### config.mk
export PLATFORM = sky130hd
export DESIGN_NAME = stream_arb_mux_flat
export DESIGN_NICKNAME = d
export VERILOG_FILES = /design/src/rtl/stream_arb_pkg.sv /design/src/rtl/stream_arb_mux_if.sv /design/src/rtl/rr_arbiter.sv /design/src/rtl/stream_arb_mux.sv /design/src/flat_wrapper.sv
export SDC_FILE = /design/constraint.sdc
export NUM_CORES = 1
export LEC_CHECK = 0
export BUFFER_PORTS_ARGS = -buffer_cell sky130_fd_sc_hd__buf_2
export CAP_MARGIN = 25
export CELL_PAD_IN_SITES_DETAIL_PLACEMENT = 1
export CELL_PAD_IN_SITES_GLOBAL_PLACEMENT = 1
export CORE_MARGIN = 2
export CORE_UTILIZATION = 32
export CTS_CLUSTER_SIZE = 16
export DETAILED_ROUTE_END_ITERATION = 10
export GPL_ROUTABILITY_DRIVEN = 1
export PLACE_DENSITY_LB_ADDON = 0.08
export SLEW_MARGIN = 20
export SYNTH_ARGS = -nofsm -noshare
export SYNTH_HDL_FRONTEND = slang
export SYNTH_SLANG_ARGS = --single-unit
export TNS_END_PERCENT = 1
### constraint.sdc
create_clock -name clk -period 5.3 [get_ports clk]
set_input_delay 0.53 -clock clk [delete_from_list [all_inputs] [get_ports clk]]
set_output_delay 0.53 -clock clk [all_outputs]
set_load 0.02 [all_outputs]
### src/rtl/stream_arb_pkg.sv
// Shared types and limits for arbitrated stream blocks.
package stream_arb_pkg;

  typedef enum logic {
    ARB_RR    = 1'b0,
    ARB_FIXED = 1'b1
  } arb_mode_e;

  localparam int MAX_CH = 16;
  localparam int MAX_DW = 64;

endpackage

### src/rtl/stream_arb_mux_if.sv
// Handshake bundle between N producers, the arbitrated mux and one consumer.
interface stream_arb_mux_if #(
  parameter int N_CH = 4,
  parameter int DW   = 8
);
  localparam int IDX_W = $clog2(N_CH);

  logic [N_CH-1:0]    in_valid;
  logic [N_CH*DW-1:0] in_data;
  logic [N_CH-1:0]    in_ready;
  logic               out_valid;
  logic [DW-1:0]      out_data;
  logic [IDX_W-1:0]   out_sel;
  logic               out_ready;

  // Environment side: producers plus consumer.
  modport master (
    output in_valid, in_data, out_ready,
    input  in_ready, out_valid, out_data, out_sel
  );

  // Mux side.
  modport slave (
    input  in_valid, in_data, out_ready,
    output in_ready, out_valid, out_data, out_sel
  );
endinterface

### src/rtl/rr_arbiter.sv
// Combinational one-hot arbiter: round-robin after last_ptr, or lowest index first.
module rr_arbiter
  import stream_arb_pkg::*;
#(
  parameter int N_CH = 4,
  localparam int IDX_W = $clog2(N_CH)
) (
  input  logic [N_CH-1:0]  req,
  input  arb_mode_e        mode,
  input  logic [IDX_W-1:0] last_ptr,
  output logic [N_CH-1:0]  grant,
  output logic [IDX_W-1:0] grant_idx
);

  logic found;

  // NOTE: every output of an always_comb gets a default first, otherwise a
  // path that skips the assignment infers a latch.
  always_comb begin
    grant     = '0;
    grant_idx = '0;
    found     = 1'b0;
    // Round-robin first pass: channels strictly above last_ptr.
    for (int i = 0; i < N_CH; i++) begin
      if (mode == ARB_RR && !found && req[i] && i > int'(last_ptr)) begin
        found     = 1'b1;
        grant[i]  = 1'b1;
        grant_idx = IDX_W'(i);
      end
    end
    // Wrap-around for round-robin, and the whole search for fixed priority.
    for (int i = 0; i < N_CH; i++) begin
      if (!found && req[i]) begin
        found     = 1'b1;
        grant[i]  = 1'b1;
        grant_idx = IDX_W'(i);
      end
    end
  end

endmodule

### src/rtl/stream_arb_mux.sv
// N-channel arbitrated stream mux with a single registered output stage.
module stream_arb_mux
  import stream_arb_pkg::*;
#(
  parameter int N_CH = 4,
  parameter int DW   = 8,
  localparam int IDX_W = $clog2(N_CH)
) (
  input  logic      clk,
  input  logic      rst_n,
  input  arb_mode_e mode,
  stream_arb_mux_if.slave bus
);

  if (N_CH < 2 || N_CH > MAX_CH) begin : g_bad_nch
    $error("stream_arb_mux: N_CH out of range");
  end
  if (DW < 1 || DW > MAX_DW) begin : g_bad_dw
    $error("stream_arb_mux: DW out of range");
  end

  logic [IDX_W-1:0] last_ptr;
  logic [N_CH-1:0]  grant;
  logic [IDX_W-1:0] grant_idx;
  logic [DW-1:0]    sel_data;
  logic             load_en;
  logic             accept;

  rr_arbiter #(.N_CH(N_CH)) u_arb (
    .req       (bus.in_valid),
    .mode      (mode),
    .last_ptr  (last_ptr),
    .grant     (grant),
    .grant_idx (grant_idx)
  );

  assign load_en      = !bus.out_valid || bus.out_ready;
  assign bus.in_ready = grant & {N_CH{load_en}};
  assign accept       = |bus.in_ready;

  // Grant is one-hot, so an AND-OR selects without a priority chain.
  always_comb begin
    sel_data = '0;
    for (int i = 0; i < N_CH; i++) begin
      sel_data = sel_data | (bus.in_data[i*DW +: DW] & {DW{grant[i]}});
    end
  end

  // NOTE: sequential state uses non-blocking assignments so every flop
  // samples pre-edge values regardless of statement order.
  always_ff @(posedge clk or negedge rst_n) begin
    if (!rst_n) begin
      bus.out_valid <= 1'b0;
      bus.out_data  <= '0;
      bus.out_sel   <= '0;
      last_ptr      <= IDX_W'(N_CH - 1);
    end else if (accept) begin
      bus.out_valid <= 1'b1;
      bus.out_data  <= sel_data;
      bus.out_sel   <= grant_idx;
      last_ptr      <= grant_idx;
    end else if (bus.out_ready) begin
      bus.out_valid <= 1'b0;
    end
  end

endmodule

### src/flat_wrapper.sv
// flat-port wrapper written by rule: the top's interface ports become plain ports
module stream_arb_mux_flat import stream_arb_pkg::*;
#(
  parameter int N_CH = 4,
  parameter int DW   = 8,
  localparam int IDX_W = $clog2(N_CH)
)
  (clk, rst_n, mode, bus_in_valid, bus_in_data, bus_out_ready, bus_in_ready, bus_out_valid, bus_out_data, bus_out_sel);
  stream_arb_mux_if #(.N_CH(N_CH), .DW(DW)) bus_i ();
  input  logic clk;
  input  logic rst_n;
  input  arb_mode_e mode;
  input wire logic [$bits(bus_i.in_valid)-1:0] bus_in_valid;
  input wire logic [$bits(bus_i.in_data)-1:0] bus_in_data;
  input wire logic [$bits(bus_i.out_ready)-1:0] bus_out_ready;
  output wire logic [$bits(bus_i.in_ready)-1:0] bus_in_ready;
  output wire logic [$bits(bus_i.out_valid)-1:0] bus_out_valid;
  output wire logic [$bits(bus_i.out_data)-1:0] bus_out_data;
  output wire logic [$bits(bus_i.out_sel)-1:0] bus_out_sel;
  assign bus_i.in_valid = bus_in_valid;
  assign bus_i.in_data = bus_in_data;
  assign bus_i.out_ready = bus_out_ready;
  assign bus_in_ready = bus_i.in_ready;
  assign bus_out_valid = bus_i.out_valid;
  assign bus_out_data = bus_i.out_data;
  assign bus_out_sel = bus_i.out_sel;
  stream_arb_mux #(.N_CH(N_CH), .DW(DW)) u_core (.clk(clk), .rst_n(rst_n), .mode(mode), .bus(bus_i));
endmodule
==> metrics, run 1 <==
status=finished, final reports clean; syn_area_per_cell=around 9.2 um^2; post-synthesis cell type count=35; Num CTS Buffers=3; post-CTS sizing=0; Final Cycle Share=between 50% and 60%; final instance area=between 1000 and 1500 um^2; Tmin final=2.67 ns; Pwr per Cell Area=~460 nW/um^2; most frequent cells in the layout=buf_2 (54), nor2_1 (13), dfrtp_1 (11), a31oi_1 (9), nand2_1 (9); # Post-CTS Setup Buffers=0; syn_nets=around 140; Worst-Margin Slew=~0.85 ns; die width=about 57 um; Routed Antenna Nets=0; P&R area growth vs syn=33.8%; clock sinks=13; Seq/Total Area, Yosys=36.6%; Die Y=56.9 um; Synth Register Bits=13; Core Area=2710 um^2; GPL Wtd Cong=slightly below 0.8; Crit path arrival time=between 2 and 2.5 ns; dpl cell area=1170 um^2; Setup CP Type=reg -> out; Lkg Pwr=0.579 nW; FMAX=374 MHz; antenna cell count=0; Final HPWL DP=between 2 and 2.5 mm; initial antenna violation count=0; Setup WS pre-CTS=~2.8 ns; Setup TNS=0 ns; synth warn=0; worst hold path class=in -> async; Slew HR=a little over two fifths; Mapped Area=around 890 um^2; Setup Skew=about 0.006 ns; vias in the first global route=around 1,100; max_cap viols=0; Total GRT Usage=a little under a fifth; # nets final=around 190; DRC viols=0; first-pass GRT wire length=approximately 4.8 mm; cell taking the most area after synthesis=dfrtp_1; ratio of cells with drive above 1 in the final layout=45.7%; H-tree Lvls=1; Critical Path Start Type=flop; IO Port Bufs=between 50 and 60; Fin. Hold Viols=0; gr ovfl total=0; # hold bufs at CTS=0; drt wl/cell=between 15 and 20 um; WHS=0.138 ns; initial drt markers=59; RSZ-0062 raised after global routing=no; # fillers=370; Longest Clk Path Bufs=2; Worst Path Required=4.77 ns; largest net degree at the start of global routing=20; crit path max fanout=11; vias post-DR=989; clock latency on the worst-skew pair=around 0.28 ns; initial core utilization=~33%; first-pass detailed-route iteration total=5; clock slew at reported path FFs=approximately 0.090 ns; fin. max-slew vios=0; root buffer cell=clkbuf_4; die area=between 3000 and 4000 um^2; final worst slack=approximately 2.6 ns; final wirelength=between 2 and 3 mm; peak supply drop=roughly 210 uV; Synth area leaders=dfrtp_1 (31%), a222oi_1 (9.0%), a31oi_1 (6.3%), dfstp_2 (5.9%), nor2_1 (5.5%); Crit. End Element=primary output; io pins=55; Synth top area share=just over 30%; vias per inst=around 5.4; Setup Viol. Count Final=0; Post-Synthesis Cells=97; CTS tree=built; commonest non-fill, non-tap cell in the layout=buf_2; Rows=19
[stage by stage]
step / utilization, % / std cells / power, W
after global placement: 43.2 / 178 / 0.000489
final: 44.2 / 182 / 0.000555
after CTS: 44.2 / 182 / 0.000565
after detailed placement: 43.2 / 178 / 0.000497
after floorplan: - / 97 / 0.000409
after global routing: 44.2 / 182 / 0.000605
[flip-flops by register name (all words and copies together), names as in the netlist]
signal and flops:
u_core.bus.out_sel 2, u_core.bus.out_data 8, u_core.bus.out_valid 1, u_core.last_ptr 2
[power breakdown]
part	internal (W)	switching (W)	total, W	leakage (nW)
clock network	0.0000291	0.0000364	0.0000655	0.0150
registers	0.000153	0.0000389	0.000192	0.147
logic	0.000119	0.000178	0.000297	0.417
[per-layer routing]
metal | vias to the layer above | part of all wire (%) | track usage, %
li1 | 481 | - | -
met1 | 476 | 45 | 24.8
met2 | 30 | 49 | 32.1
met3 | 2 | 5.0 | 3.46
met4 | 0 | 0.58 | 4.98
met5 | - | 0 | 0
[cells by family after synthesis]
kind of cell	count (synthesis)	synth area share, %
buffers and inverters	8	5.31
DFF	13	36.6
and+or+nand+nor	42	25.0
AOI/OAI and AO/OA	33	32.0
xor gates and xnor gates	1	0.979
[critical path, cell delays in order, from the launching register on]
cell and delay [ns]:
dfstp_2 0.66, a21oi_1 0.11, nand3b_1 0.20, o21ai_1 0.52
and2_1 0.22, buf_2 0.16
[worst paths after layout]
kind / from / endpoint / slack [ns] / cells past startpoint
max: u_core.last_ptr[1] / bus_in_ready[3] / 2.63 / 5
min: rst_n / u_core.bus.out_valid / 0.14 / 1
max reg2reg: u_core.last_ptr[1] / u_core.last_ptr[0] / 3.12 / 6
min reg2reg: u_core.bus.out_sel[1] / u_core.bus.out_sel[1] / 0.50 / 1
max in group asynchronous: rst_n / u_core.last_ptr[1] / 4.87 / 1
min in group clk: bus_in_data[20] / u_core.bus.out_data[4] / 0.50 / 3
[synth_stat cells]
cell type	n
buf_2	2
buf_6	2
and3_1	2
a222oi_1	8
a31oi_4	1
a21boi_0	1
nand2_1	9
dfrtp_1	11
o21bai_2	2
o31ai_1	1
and2_2	1
nor2_1	13
nor2_2	1
xor2_1	1
o21ai_0	1
nand4_1	2
inv_1	4
a31oi_1	9
and2b_2	1
or3_4	1
and2_1	5
o211ai_1	2
a21o_1	1
dfstp_2	2
nand2b_1	1
nand3b_1	2
o21ai_1	1
a21o_2	1
a2111o_1	1
nor2b_1	2
o41ai_2	1
nand3_1	1
and4bb_1	1
o211ai_2	1
a21oi_1	2
[area by class of cell]
| class | instances | area [um^2] | share of cell area [%] |
|---|---|---|---|
| multi-input cells | 76 | 519 | 43.4 |
| flip-flops and latches | 13 | 328 | 27.4 |
| repair buffers | 54 | 270 | 22.6 |
| well taps | 31 | 38.8 | 3.24 |
| clock buffers | 4 | 26.3 | 2.19 |
| inverters | 4 | 15.0 | 1.25 |
Note: power is estimated with default switching activity, not from simulation.
==> run 2: changes to the inputs <==
Settings changed: CORE_UTILIZATION 32 to 26.
Clock period 5.3 ns to 2.45 ns, I/O delays scaled along.
==> run 2 against run 1 <==
Compared with the run above: critical path depth is 2 higher; sequential cell count did not move; non-clock buffer count increased by 7; wire length increased by 11%; first-iteration DRC count shrank 3.4%; worst setup slack got worse by 2.4 ns.
==> metrics, run 2 (same netlist as run 1, synthesis figures left out) <==
clock slew at reported path FFs=0.09 ns (about the same); Setup CP Type=reg -> out (unchanged); antenna cell count=0 (unchanged); io pins=55 (unchanged); H-tree Lvls=1 (unchanged); largest net degree at the start of global routing=14 (was 20); vias in the first global route=1,003 (was 1,054); first-pass GRT wire length=5.09 mm (was 4.83 mm); Die Y=62.7 um (was 56.9 um); Pwr per Cell Area=988 nW/um^2 (was 463 nW/um^2); # nets final=199 (was 192); FMAX=roughly 450 MHz; Total GRT Usage=16.3% (was 18.9%); Lkg Pwr=0.617 nW (was 0.579 nW); vias per inst=4.96 (was 5.43); CTS tree=built (unchanged); Worst path max stage delay=0.67 ns (was 0.66 ns); Worst-Margin Slew=0.421 ns (was 0.850 ns); IO Port Bufs=54 (unchanged); status=finished, final reports clean (unchanged); Buf+Inv Stages, Crit Path=2 (was 1); Setup TNS=0 ns (unchanged); Tmin final=about 2.2 ns; Fin. Hold Viols=0 (unchanged); Num CTS Buffers=3 (unchanged); max_cap viols=0 (unchanged); CP cell instances=nor2b_1, o211ai_1, buf_4, nand4_1, o41ai_2, and2_1, buf_2 (was a21oi_1, nand3b_1, o21ai_1, and2_1, buf_2); Setup Skew=0.00155 ns (was 0.00613 ns); fin. max-slew vios=0 (unchanged); Crit path arrival time=2.00 ns (was 2.14 ns); clock sinks=13 (unchanged); die width=62.7 um (was 56.9 um); root buffer cell=clkbuf_4 (unchanged); Crit. End Element=primary output (unchanged); vias post-DR=1,011 (was 989); met3 wire length=246 um (was 139 um); most frequent cells in the layout=buf_2 (54), nor2_1 (13), dfrtp_1 (11), a31oi_1 (9), nand2_1 (9) (unchanged); Critical Path Start Type=flop (unchanged); die area=3930 um^2 (was 3230 um^2); dpl cell area=1230 um^2 (was 1170 um^2); Worst Path Required=2.20 ns (was 4.77 ns); gr ovfl total=0 (unchanged); Longest Clk Path Bufs=2 (unchanged); GPL Wtd Cong=0.886 (was 0.770); worst hold path class=in -> reg (was in -> async); P&R area growth vs syn=43.5% (was 33.8%); clock latency on the worst-skew pair=0.28 ns (about the same); commonest non-fill, non-tap cell in the layout=buf_2 (unchanged); Setup Viol. Count Final=0 (unchanged); final wirelength=3.06 mm (was 2.76 mm); slowest stage cell, crit path=dfstp_2 (unchanged); wl on met1=1.29 mm (was 1.24 mm); DRC viols=0 (unchanged); initial core utilization=27.0% (was 33.0%); post-CTS sizing=0 (unchanged); initial drt markers=57 (was 59); first-pass detailed-route iteration total=5 (unchanged); RSZ-0062 raised after global routing=no (unchanged); max reg flops=8 (unchanged); highest routed layer=met3 (was met4); initial antenna violation count=0 (unchanged); Post-Route Utilization=38.8% (was 44.2%); Routed Antenna Nets=0 (unchanged); crit path max fanout=11 (unchanged); Final Cycle Share=between 90 and 100%; Rows=21 (was 19); Biggest register=u_core.bus.out_data (unchanged); Core Area=3310 um^2 (was 2710 um^2); Worst R2R Setup Slack=0.34 ns (was 3.12 ns); WL met2=1.53 mm (was 1.37 mm); final instance area=1280 um^2 (was 1200 um^2); Worst path top cell family by delay=flip-flops (unchanged); ratio of cells with drive above 1 in the final layout=47.5% (was 45.7%); largest registers=u_core.bus.out_data (8), u_core.bus.out_sel (2), u_core.last_ptr (2) (unchanged); Final HPWL DP=2.44 mm (was 2.20 mm); peak supply drop=300 uV (was 215 uV); drt wl/cell=15.0 um (was 15.2 um); Slew HR=71.6% (was 42.7%)
==> run 2: path summary, 6_finish.rpt <==
kind / startpoint / end / cells after the start
max in group asynchronous: rst_n / u_core.last_ptr[1] / 2
min in group asynchronous: rst_n / u_core.bus.out_sel[0] / 2
setup reg to reg: u_core.last_ptr[1] / u_core.bus.out_data[1] / 9
hold reg to reg: u_core.bus.out_sel[1] / u_core.bus.out_sel[1] / 1
setup / recovery: u_core.last_ptr[1] / bus_in_ready[2] / 7
hold / removal: bus_in_data[21] / u_core.bus.out_data[5] / 3
==> run 2: layer usage <==
layer  GRT usage, %  vias up
met1           22.4      477
met3           3.24        0
met2           26.6       41
li1               -      493
met5              0        -
met4           3.33        0
==> run 2: final cells by class <==
type / count / area, um^2
fillers: 430 / 2030
multi-input cells: 76 / 519
repair buffers: 61 / 338
flip-flops and latches: 13 / 328
well taps: 46 / 57.6
clock buffers: 4 / 26.3
inverters: 4 / 15.0
==> run 2: report_power, final <==
group	leakage (nW)	internal, W	switching (W)	total (W)
combinational	0.455	0.000300	0.000403	0.000703
sequential	0.147	0.000332	0.0000946	0.000426
clock	0.0150	0.0000631	0.0000757	0.000139
==> run 2: repair_timing <==
action / 4_1_cts / 5_1_grt
buffers inserted: 0 / 2
hold buffers: 1 / 0
setup endpoints to repair: 0 / 1
hold endpoints to repair: 11 / 0
==> run 2: tightest hold or removal path, cell delays in order <==
cell,delay [ns]
buf_2,0.10
nand2_1,0.05
a31oi_1,0.07
==> run 2: stage by stage <==
stage          power [W]  hold WS (ns)  instances  worst slack (ns)
3_5_place_dp     0.00113         0.162        197             0.379
5_1_grt          0.00138         0.217        204            0.0812
4_1_cts          0.00128         0.211        202             0.160
2_1_floorplan   0.000886       -0.0506         97             0.646
3_3_place_gp     0.00111         0.158        197             0.477
6_report         0.00127         0.214        204             0.205
